`src/rtl/keypad_pkg.sv`:
```
//------------------------------------------------------------------------------
// Module      : keypad_pkg
// Description : Shared types, defaults and pass classifier for keypad_scanner.
// Revision    : 1.0 - initial release
//------------------------------------------------------------------------------
`default_nettype none

package keypad_pkg;

    localparam int unsigned c_scan_div_default       = 1000;
    localparam int unsigned c_debounce_scans_default = 4;

    typedef enum logic [1:0] {
        ST_IDLE     = 2'd0,
        ST_PRESS_DB = 2'd1,
        ST_HELD     = 2'd2,
        ST_REL_DB   = 2'd3
    } state_t;

    typedef enum logic [1:0] {
        PASS_NONE   = 2'd0,
        PASS_SINGLE = 2'd1,
        PASS_MULTI  = 2'd2
    } pass_kind_t;

    typedef struct packed {
        pass_kind_t kind;
        logic [3:0] key;
    } pass_result_t;

    // Key index in the map is row*4+col; key field is meaningful only for SINGLE.
    function automatic pass_result_t classify_pass(input logic [15:0] map);
        pass_result_t res;
        int unsigned  n;
        res.kind = PASS_NONE;
        res.key  = 4'd0;
        n        = 0;
        for (int i = 0; i < 16; i++) begin
            if (map[i]) begin
                n       = n + 1;
                res.key = 4'(i);
            end
        end
        if (n == 1)
            res.kind = PASS_SINGLE;
        else if (n > 1)
            res.kind = PASS_MULTI;
        return res;
    endfunction

endpackage

`default_nettype wire

```
`src/rtl/keypad_scanner_sync2.sv`:
```
//------------------------------------------------------------------------------
// Module      : sync2
// Description : Two-flop synchronizer, resets to all-ones (idle pulled-up rows).
// Revision    : 1.0 - initial release
//------------------------------------------------------------------------------
`default_nettype none

module sync2 #(
    parameter int unsigned WIDTH = 1
) (
    input  logic             clk,
    input  logic             rst,
    input  logic [WIDTH-1:0] d,
    output logic [WIDTH-1:0] q
);

    logic [WIDTH-1:0] r_meta;
    logic [WIDTH-1:0] r_sync;

    always_ff @(posedge clk) begin
        if (rst) begin
            r_meta <= '1;
            r_sync <= '1;
        end else begin
            r_meta <= d;
            r_sync <= r_meta;
        end
    end

    assign q = r_sync;

endmodule

`default_nettype wire

```
`src/rtl/keypad_scanner.sv`:
```
//------------------------------------------------------------------------------
// Module      : keypad_scanner
// Description : 4x4 matrix keypad column scanner with pass-level debouncing.
// Revision    : 1.0 - initial release
//------------------------------------------------------------------------------
`default_nettype none

module keypad_scanner
    import keypad_pkg::*;
#(
    parameter int unsigned SCAN_DIV       = c_scan_div_default,
    parameter int unsigned DEBOUNCE_SCANS = c_debounce_scans_default
) (
    input  logic       clk,
    input  logic       rst,
    input  logic [3:0] row_in,
    output logic [3:0] col_out,
    output logic [3:0] key_code,
    output logic       key_valid,
    output logic       key_held
);

    localparam int unsigned DIV_W = $clog2(SCAN_DIV);
    localparam int unsigned CNT_W = $clog2(DEBOUNCE_SCANS + 1);
    localparam logic [DIV_W-1:0] c_div_last = DIV_W'(SCAN_DIV - 1);
    localparam logic [CNT_W-1:0] c_deb      = CNT_W'(DEBOUNCE_SCANS);

    logic [3:0]       w_rows;
    logic [DIV_W-1:0] r_div;
    logic [1:0]       r_col;
    logic [15:0]      r_acc;
    logic [15:0]      r_pass_map;
    logic             r_pass_valid;
    logic [15:0]      w_col_hits;
    logic             w_dwell_end;

    sync2 #(.WIDTH(4)) u_sync (
        .clk (clk),
        .rst (rst),
        .d   (row_in),
        .q   (w_rows)
    );

    assign w_dwell_end = (r_div == c_div_last);
    assign col_out     = ~(4'b0001 << r_col);

    always_comb begin
        w_col_hits = 16'd0;
        for (int r = 0; r < 4; r++)
            w_col_hits[r*4 + int'(r_col)] = ~w_rows[r];
    end

    // Scan timer free-runs; a completed pass map is published for one cycle.
    always_ff @(posedge clk) begin
        if (rst) begin
            r_div        <= '0;
            r_col        <= 2'd0;
            r_acc        <= 16'd0;
            r_pass_map   <= 16'd0;
            r_pass_valid <= 1'b0;
        end else begin
            r_pass_valid <= 1'b0;
            if (w_dwell_end) begin
                r_div <= '0;
                r_col <= r_col + 2'd1;
                if (r_col == 2'd3) begin
                    r_pass_map   <= r_acc | w_col_hits;
                    r_acc        <= 16'd0;
                    r_pass_valid <= 1'b1;
                end else begin
                    r_acc <= r_acc | w_col_hits;
                end
            end else begin
                r_div <= r_div + 1'b1;
            end
        end
    end

    state_t           r_state, w_state_nxt;
    logic [3:0]       r_cand, w_cand_nxt;
    logic [CNT_W-1:0] r_cnt, w_cnt_nxt, w_cnt_inc;
    logic [3:0]       r_key_code;
    logic             r_key_valid;
    logic             w_accept;
    pass_result_t     w_res;
    logic             w_single;
    logic             w_match;

    assign w_res     = classify_pass(r_pass_map);
    assign w_single  = (w_res.kind == PASS_SINGLE);
    assign w_match   = w_single && (w_res.key == r_cand);
    assign w_cnt_inc = r_cnt + 1'b1;

    always_comb begin
        w_state_nxt = r_state;
        w_cand_nxt  = r_cand;
        w_cnt_nxt   = r_cnt;
        w_accept    = 1'b0;
        if (r_pass_valid) begin
            case (r_state)
                ST_IDLE: begin
                    if (w_single) begin
                        w_cand_nxt = w_res.key;
                        if (DEBOUNCE_SCANS == 1) begin
                            w_state_nxt = ST_HELD;
                            w_cnt_nxt   = '0;
                            w_accept    = 1'b1;
                        end else begin
                            w_state_nxt = ST_PRESS_DB;
                            w_cnt_nxt   = CNT_W'(1);
                        end
                    end
                end
                ST_PRESS_DB: begin
                    if (w_match) begin
                        if (w_cnt_inc == c_deb) begin
                            w_state_nxt = ST_HELD;
                            w_cnt_nxt   = '0;
                            w_accept    = 1'b1;
                        end else begin
                            w_cnt_nxt = w_cnt_inc;
                        end
                    end else if (w_single) begin
                        w_cand_nxt = w_res.key;
                        w_cnt_nxt  = CNT_W'(1);
                    end else begin
                        w_state_nxt = ST_IDLE;
                        w_cnt_nxt   = '0;
                    end
                end
                ST_HELD: begin
                    if (!w_match) begin
                        // A single release pass already satisfies a 1-pass debounce.
                        if (DEBOUNCE_SCANS == 1 && !w_single) begin
                            w_state_nxt = ST_IDLE;
                            w_cnt_nxt   = '0;
                        end else begin
                            w_state_nxt = ST_REL_DB;
                            w_cnt_nxt   = CNT_W'(1);
                        end
                    end
                end
                ST_REL_DB: begin
                    if (w_match) begin
                        w_state_nxt = ST_HELD;
                        w_cnt_nxt   = '0;
                    end else if (w_single) begin
                        w_cnt_nxt = '0;
                    end else if (w_cnt_inc >= c_deb) begin
                        w_state_nxt = ST_IDLE;
                        w_cnt_nxt   = '0;
                    end else begin
                        w_cnt_nxt = w_cnt_inc;
                    end
                end
                default: begin
                    w_state_nxt = ST_IDLE;
                    w_cnt_nxt   = '0;
                end
            endcase
        end
    end

    always_ff @(posedge clk) begin
        if (rst) begin
            r_state     <= ST_IDLE;
            r_cand      <= 4'd0;
            r_cnt       <= '0;
            r_key_code  <= 4'd0;
            r_key_valid <= 1'b0;
        end else begin
            r_state     <= w_state_nxt;
            r_cand      <= w_cand_nxt;
            r_cnt       <= w_cnt_nxt;
            r_key_valid <= w_accept;
            if (w_accept)
                r_key_code <= w_cand_nxt;
        end
    end

    assign key_code  = r_key_code;
    assign key_valid = r_key_valid;
    assign key_held  = (r_state == ST_HELD) || (r_state == ST_REL_DB);

endmodule

`default_nettype wire

```
`config.mk`:
```
export PLATFORM = sky130hd
export DESIGN_NAME = keypad_scanner
export DESIGN_NICKNAME = d
export VERILOG_FILES = /design/src/rtl/keypad_pkg.sv /design/src/rtl/keypad_scanner_sync2.sv /design/src/rtl/keypad_scanner.sv
export SDC_FILE = /design/constraint.sdc
export NUM_CORES = 1
export LEC_CHECK = 0
export ABC_AREA = 0
export ABC_CLOCK_PERIOD_IN_PS = 23600
export CAP_MARGIN = 25
export CORE_UTILIZATION = 55
export DETAILED_ROUTE_END_ITERATION = 16
export MAX_ROUTING_LAYER = met4
export PLACE_DENSITY = 0.73
export REMOVE_ABC_BUFFERS = 1
export SLEW_MARGIN = 20
export SYNTH_ARGS = -nofsm -noshare
export SYNTH_HDL_FRONTEND = slang
export SYNTH_SLANG_ARGS = --single-unit
export TNS_END_PERCENT = 30
```
`constraint.sdc`:
```
create_clock -name clk -period 23.6 [get_ports clk]
set_input_delay 2.36 -clock clk [delete_from_list [all_inputs] [get_ports clk]]
set_output_delay 2.36 -clock clk [all_outputs]
set_load 0.05 [all_outputs]
```
# Yosys cells after proc, flatten, opt, wreduce, memory -nomap -nowiden
# Cells that the tools add are included.
dict set report word_totals {
  n_memories 0
  ff_bits 67
  mem_bits_ro 0
  latch_bits 0
  wordCells 151
  out_inout_bits 10
  ram_bits 0
}
dict set report classes {
  div_mod_pow 0
  shift 1
  n_mux 72
  order_cmp 10
  bitwise 8
  n_eq_ne 15
  multipliers 0
  addsub 21
  reduce_logical 12
}
# op count
set ops {}
lappend ops {{$add 32x1->32 const B} 15}
lappend ops {{$mux 32} 15}
lappend ops {{$mux 4} 17}
lappend ops {{$bwmux 16} 3}
lappend ops {{$eq 32x1->1 const B} 1}
lappend ops {{$gt 32x1->1 const B} 1}
lappend ops {{$mux 3} 7}
lappend ops {{$mux 2} 10}
lappend ops {{$and 16x4->16} 1}
lappend ops {{$mux 16} 1}
lappend ops {{$or 16x16->16} 1}
lappend ops {{$demux 1 s4} 3}
lappend ops {{$mux 1} 12}
lappend ops {{$ne 3x3->1 const B} 4}
lappend ops {{$pmux 3 s4} 1}
lappend ops {{$add 10x1->10 const B} 1}
lappend ops {{$add 4x2->5 const A} 2}
lappend ops {{$eq 10x10->1 const B} 1}
lappend ops {{$ge 5x1->1 const B} 2}
lappend ops {{$lt 5x5->1 const B} 2}
lappend ops {{$pmux 2 s4} 1}
lappend ops {{$pmux 4 s2} 1}
lappend ops {{$reduce_and 7->1} 1}
lappend ops {{$eq 2x2->1 const B} 3}
lappend ops {{22 further kinds} 33}

# Longest topological paths before layout
dict set report depth {
  word_depth 39
  depth_mapped 50
  depth_no_buf 49
}

# Modules after synthesis
# From an unflattened synthesis, not the netlist that was laid out.
dict set report unflattened {
  cells_unflattened 554
  hier_area_um2 4631.9
}
# mod cells_each area_each_um2 n_inst
set by_module_without_submodules {}
lappend by_module_without_submodules {keypad_scanner 538 4421.7 1}
lappend by_module_without_submodules {sync2 16 210.2 1}

# Least setup slack after synthesis
# OpenSTA, ideal clock, no wires.
dict set report synth_timing {
  path_type {reg-to-reg}
  start {register r_pass_map[0]}
  end {register r_key_code[1], in the netlist key_code[1]}
  stages_incl_launch_ff 48
  setup_time_ps 127
  path_buffers 0
  synth_period_minus_slack_ps 9534
  t_required_ps 23473
  setup_slack_ps 14066
  arrival_ps 9407
  path_cell_list {dfxtp_1 ha_1 or2_2 and2_1 ha_1 mux2_2 ha_1 mux2_2 ha_1 a32oi_1 nand2_1 ha_1 nand2b_1 a21boi_0 ha_1 mux2i_1 nor2_1 ha_1 [... 12 more ...] o221ai_1 o211a_1 ha_1 mux2_2 ha_1 mux2i_1 inv_1 ha_1 nand2_1 o21ai_0 ha_1 nand3b_1 o311ai_0 o2111ai_1 a211o_4 a2111oi_4 mux2i_1 o31ai_2}
}
dict set report synth_via {
  elab_chain_len 39
}
# item line_no
set synth_rtl {}
lappend synth_rtl {{start: declaration} keypad_scanner.sv:32} ;# logic [15:0] r_pass_map;
lappend synth_rtl {{start signal: assignment} keypad_scanner.sv:67} ;# r_pass_map <= r_acc | w_col_hits;
lappend synth_rtl {{$mux 1 (*)} keypad_pkg.sv:39} ;# if (map[i]) begin
lappend synth_rtl {{$add 32x1->32} keypad_pkg.sv:40} ;# n = n + 1;
lappend synth_rtl {{$mux 32 (*)} keypad_pkg.sv:39}
lappend synth_rtl {{$add 32x1->32} keypad_pkg.sv:40}
lappend synth_rtl {{$mux 32 (*)} keypad_pkg.sv:39}
lappend synth_rtl {{$add 32x1->32} keypad_pkg.sv:40}
lappend synth_rtl {{$mux 32 (*)} keypad_pkg.sv:39}
lappend synth_rtl {{$add 32x1->32} keypad_pkg.sv:40}
lappend synth_rtl {{[... 23 more ...]} -}
lappend synth_rtl {{$gt 32x1->1} keypad_pkg.sv:46} ;# else if (n > 1)
lappend synth_rtl {{$mux 2} keypad_pkg.sv:46}
lappend synth_rtl {{$mux 2 (*)} keypad_pkg.sv:44} ;# if (n == 1)
lappend synth_rtl {{$eq 2x1->1 (*)} keypad_scanner.sv:90} ;# assign w_single = (w_res.kind == PASS_SINGLE);
lappend synth_rtl {{$mux 4 / $logic_and 1x1->1 (equally long branches)} {keypad_scanner.sv:102, keypad_scanner.sv:123, keypad_scanner.sv:91}}
lappend synth_rtl {{$mux 4 / $mux 1 (equally long branches)} keypad_scanner.sv:115} ;# if (w_match) begin
lappend synth_rtl {{$pmux 4 s2 / $mux 1 (equally long branches)} keypad_scanner.sv:100} ;# case (r_state)
lappend synth_rtl {{$mux 4 / $mux 1 (equally long branches)} keypad_scanner.sv:99} ;# if (r_pass_valid) begin
lappend synth_rtl {{end signal: assignment} keypad_scanner.sv:177} ;# r_key_code <= w_cand_nxt;
lappend synth_rtl {{end: declaration} keypad_scanner.sv:82} ;# logic [3:0] r_key_code;
# Every way passes the cells marked *; elsewhere a longest branch is shown, timed or not.
# A chain may end at the register's enable or synchronous reset.

# Worst setup path in the final report
dict set report layout_timing {
  start {register r_pass_map[1]}
  end {register r_key_code[1], in the netlist key_code[1]}
}
dict set report layout_via {
  elab_chain_len 37
}
# item line_no
set layout_rtl {}
lappend layout_rtl {{$mux 32} keypad_pkg.sv:39}
lappend layout_rtl {{$add 32x1->32} keypad_pkg.sv:40}
lappend layout_rtl {{$mux 32} keypad_pkg.sv:39}
lappend layout_rtl {{$add 32x1->32} keypad_pkg.sv:40}
lappend layout_rtl {{$mux 32} keypad_pkg.sv:39}
lappend layout_rtl {{$add 32x1->32} keypad_pkg.sv:40}
lappend layout_rtl {{$mux 32} keypad_pkg.sv:39}
lappend layout_rtl {{$add 32x1->32} keypad_pkg.sv:40}
lappend layout_rtl {{[... 21 more ...]} -}
lappend layout_rtl {{$gt 32x1->1} keypad_pkg.sv:46}
lappend layout_rtl {{$mux 2} keypad_pkg.sv:46}
lappend layout_rtl {{$mux 2} keypad_pkg.sv:44}
lappend layout_rtl {{$eq 2x1->1} keypad_scanner.sv:90}
lappend layout_rtl {{$mux 4 / $logic_and 1x1->1 (equally long branches)} {keypad_scanner.sv:102, keypad_scanner.sv:123, keypad_scanner.sv:91}}
lappend layout_rtl {{$mux 4 / $mux 1 (equally long branches)} keypad_scanner.sv:115}
lappend layout_rtl {{$pmux 4 s2 / $mux 1 (equally long branches)} keypad_scanner.sv:100}
lappend layout_rtl {{$mux 4 / $mux 1 (equally long branches)} keypad_scanner.sv:99}
# Parallel ways exist; a longest one is shown, timed or not.

==> results.py <==
metrics = {
    "synthesis": {
        "netlist_top_cells_count": "67 x dfxtp_1, 61 x nand2_1, 56 x nor2_1",
        "synth_top_area_share_pct": 29.9,
        "avgSynthCellArea_um2": 8.56,
        "ys_seq_elements": 67,
        "yosysTopAreaCell": "dfxtp_1",
        "synth_edf_count": 0,
        "yosysSeqAreaShare_pct": 29.9,
        "synth.area.top_cells": "dfxtp_1 30%, ha_1 6.4%, nand2_1 5.1%, nor2_1 4.7%, xnor2_1 4.7%",
        "ys_async_sr_fraction_pct": 0,
        "yosys_warnings": 0,
        "postSynthCellCount": 524,
        "syn_area_um2": 4490,
        "synth_most_common_cell": "dfxtp_1",
        "yosys_most_used_dff": "dfxtp_1",
        "ys_types": 71,
    },
    "cts": {
        "cts_inserted_buffers": 9,
        "ctsHtreeMaxLevel": 3,
        "ctsHoldBuffers": 0,
        "cts_root_buf": "clkbuf_8",
        "cts_buffer_depth": 2,
        "clkLatencyLatePin_ns": 0.33,
        "cts_tree": "built",
        "cts_sinks": 67,
        "path_clk_slew_ns": 0.07,
        "post_cts_resize_count": 0,
        "postCtsSetupBuffers": 0,
    },
    "power": {
        "ir_worst_vdd_mv": 0.0483,
        "p_leak_nw": 1.89,
        "power.density_nw_per_um2": 42.0,
    },
    "worst_setup_path": {
        "cp_slowest_cell": "a2111oi_4",
        "ff2ff_path_depth": 47,
        "cp-startpoint": "r_pass_map[1]",
        "crit_type": "reg -> reg",
        "reg2reg_from": "r_pass_map[1]",
        "r2r_setup_slack_ns": 13.07,
        "worstSetupEndpointType": "register",
        "cp.required_ns": 23.82,
        "crit_path_max_incr_delay_ns": 0.42,
        "crit_top_cell": "ha_1",
        "crit_fanout": 7,
        "cp.arrival_ns": 10.75,
        "start_kind": "register",
    },
    "place": {
        "portBuffers": 15,
        "postPlaceCellArea_um2": 4690,
        "dp_hpwl_um": 6620,
        "dp_cells": 620,
        "finalWeightedCongestion": 0.891,
    },
    "drt": {
        "wl_per_cell_um": 13.6,
        "drt_iter0_drc": 127,
        "dr.pass1.iters": 4,
        "ant_nets": 0,
        "drt-vias-per-instance": 5.60,
        "drt_wl_total_um": 8670,
        "drcViolationCount": 0,
        "vias": 3563,
    },
    "global_route": {
        "grt_overflow": 0,
        "grt_start_max_net_pins": 33,
        "grt_pass1_vias": 3378,
        "grt_first_pass_wirelength_um": 15100,
        "antenna_found_initial": 0,
        "grt.total_usage_pct": 22.5,
    },
    "hold_path": {
        "hp-class": "reg -> reg",
        "whs_path_depth": 1,
        "min_from": "u_sync.r_meta[1]",
    },
    "timing": {
        "holdWs_ns": 0.409,
        "worst_clock_skew_ns": 0.0103,
        "max_slew_margin_pct": 32.6,
        "final-setup-viol-count": 0,
        "fin_crit_ns": 10.53,
        "max_freq_ghz": 0.0950,
        "worstMarginPinSlew_ns": 1.00,
        "slew_viol_final": 0,
        "post-route-period-util_pct": 44.6,
        "finalHoldViolCount": 0,
        "setup_tns_ns": 0,
        "rsz0062_at_grt": "false",
    },
    "die": {
        "die_w_um": 92.3,
        "io_pins": 16,
        "dieArea_um2": 8520,
        "die_h_um": 92.3,
        "initial_core_util_pct": 57.5,
        "coreArea_um2": 7810,
        "row_count": 32,
    },
    "layout": {
        "area_growth_pct": 8.56,
        "nets": 558,
        "diodes": 0,
        "instances_no_fill": 636,
        "fin_area_um2": 4870,
        "post-route-util_pct": 62.4,
        "fillers": 691,
        "drive_gt1_share_pct": 12.2,
    },
    "run": {
        "drv_cap": 0,
    },
    "run_status": {
        "status": "finished clean",
    },
}
-- through the flow --
step           setup WS (ns)  power (mW)
2_1_floorplan          14.08       0.120
3_3_place_gp           13.62       0.122
3_5_place_dp           13.13       0.122
4_1_cts                13.12       0.207
5_1_grt                12.16       0.212
6_report               13.07       0.205
-- flip-flops by register name (all words and copies together) (netlist names), named ones only --
name and count:
r_pass_map 16, r_pass_valid 1, key_valid 1, u_sync.q 4, r_acc 16, r_col 2
u_sync.r_meta 4, key_code 4, r_cand 4, r_cnt 3, r_state 1, r_div 10
-- kinds of logic (layout without fill, tap and decap cells) --
logic type	after synthesis	in the layout	share of synthesized area, %
AND/OR/NAND/NOR	197	197	21.4
AO/OA/AOI/OAI	112	112	17.3
flip-flops	67	67	29.9
XOR/XNOR	58	58	16.2
buffers and inverters	51	61	4.57
adder cells (fa/ha/maj)	23	23	6.42
multiplexers	16	16	4.24
-- power breakdown --
part           switching [mW]  internal (mW)  total [mW]
Sequential           0.000750          0.114       0.115
Clock                  0.0413         0.0435      0.0848
Combinational         0.00287        0.00214     0.00501
Total                  0.0449          0.160       0.205
-- placed cells by master (no fill, tap or decap), types with 14 or more instances in the layout --
master	n
clkdlybuf4s50_1	15
inv_1	26
or2_2	14
xor2_1	18
nor2_1	56
nand2_1	61
o21a_1	15
xnor2_1	24
a21oi_1	24
o21ai_0	29
dfxtp_1	67
ha_1	23
-- per-layer routing --
layer  up-vias  wire length [um]  global-route usage, %
li1       1826                 -                      -
met1      1683              4190                   29.2
met2        44              4170                   35.9
met3        10               193                   3.20
met4         0               114                   7.55
met5         -                 0                      -
-- critical path, delay by kind of cell, from the launching register on --
kind | cells | cell delay (ns)
compound gates | 15 | 2.74
xor+xnor | 1 | 0.24
fa+ha+maj | 14 | 4.23
buf+inv | 3 | 0.29
flops | 1 | 0.37
mux | 6 | 1.72
simple gates | 8 | 0.84
-- cell type report --
| cell class | count | area [um^2] | share of cell area, % |
|---|---|---|---|
| multi-input combinational | 406 | 2940 | 60.5 |
| inverter | 27 | 104 | 2.13 |
| clock buffer | 12 | 155 | 3.19 |
| sequential | 67 | 1340 | 27.5 |
| tap | 102 | 128 | 2.62 |
| timing repair buffer | 18 | 173 | 3.55 |
| clock inverter | 4 | 25.0 | 0.514 |
-- path summary, 6_finish.rpt --
check,endpoint
worst max-delay path,key_code[1]
worst min-delay path,u_sync.q[1]
worst max register to register,key_code[1]
worst min register to register,u_sync.q[1]
Note: power is estimated with default switching activity, not from simulation.
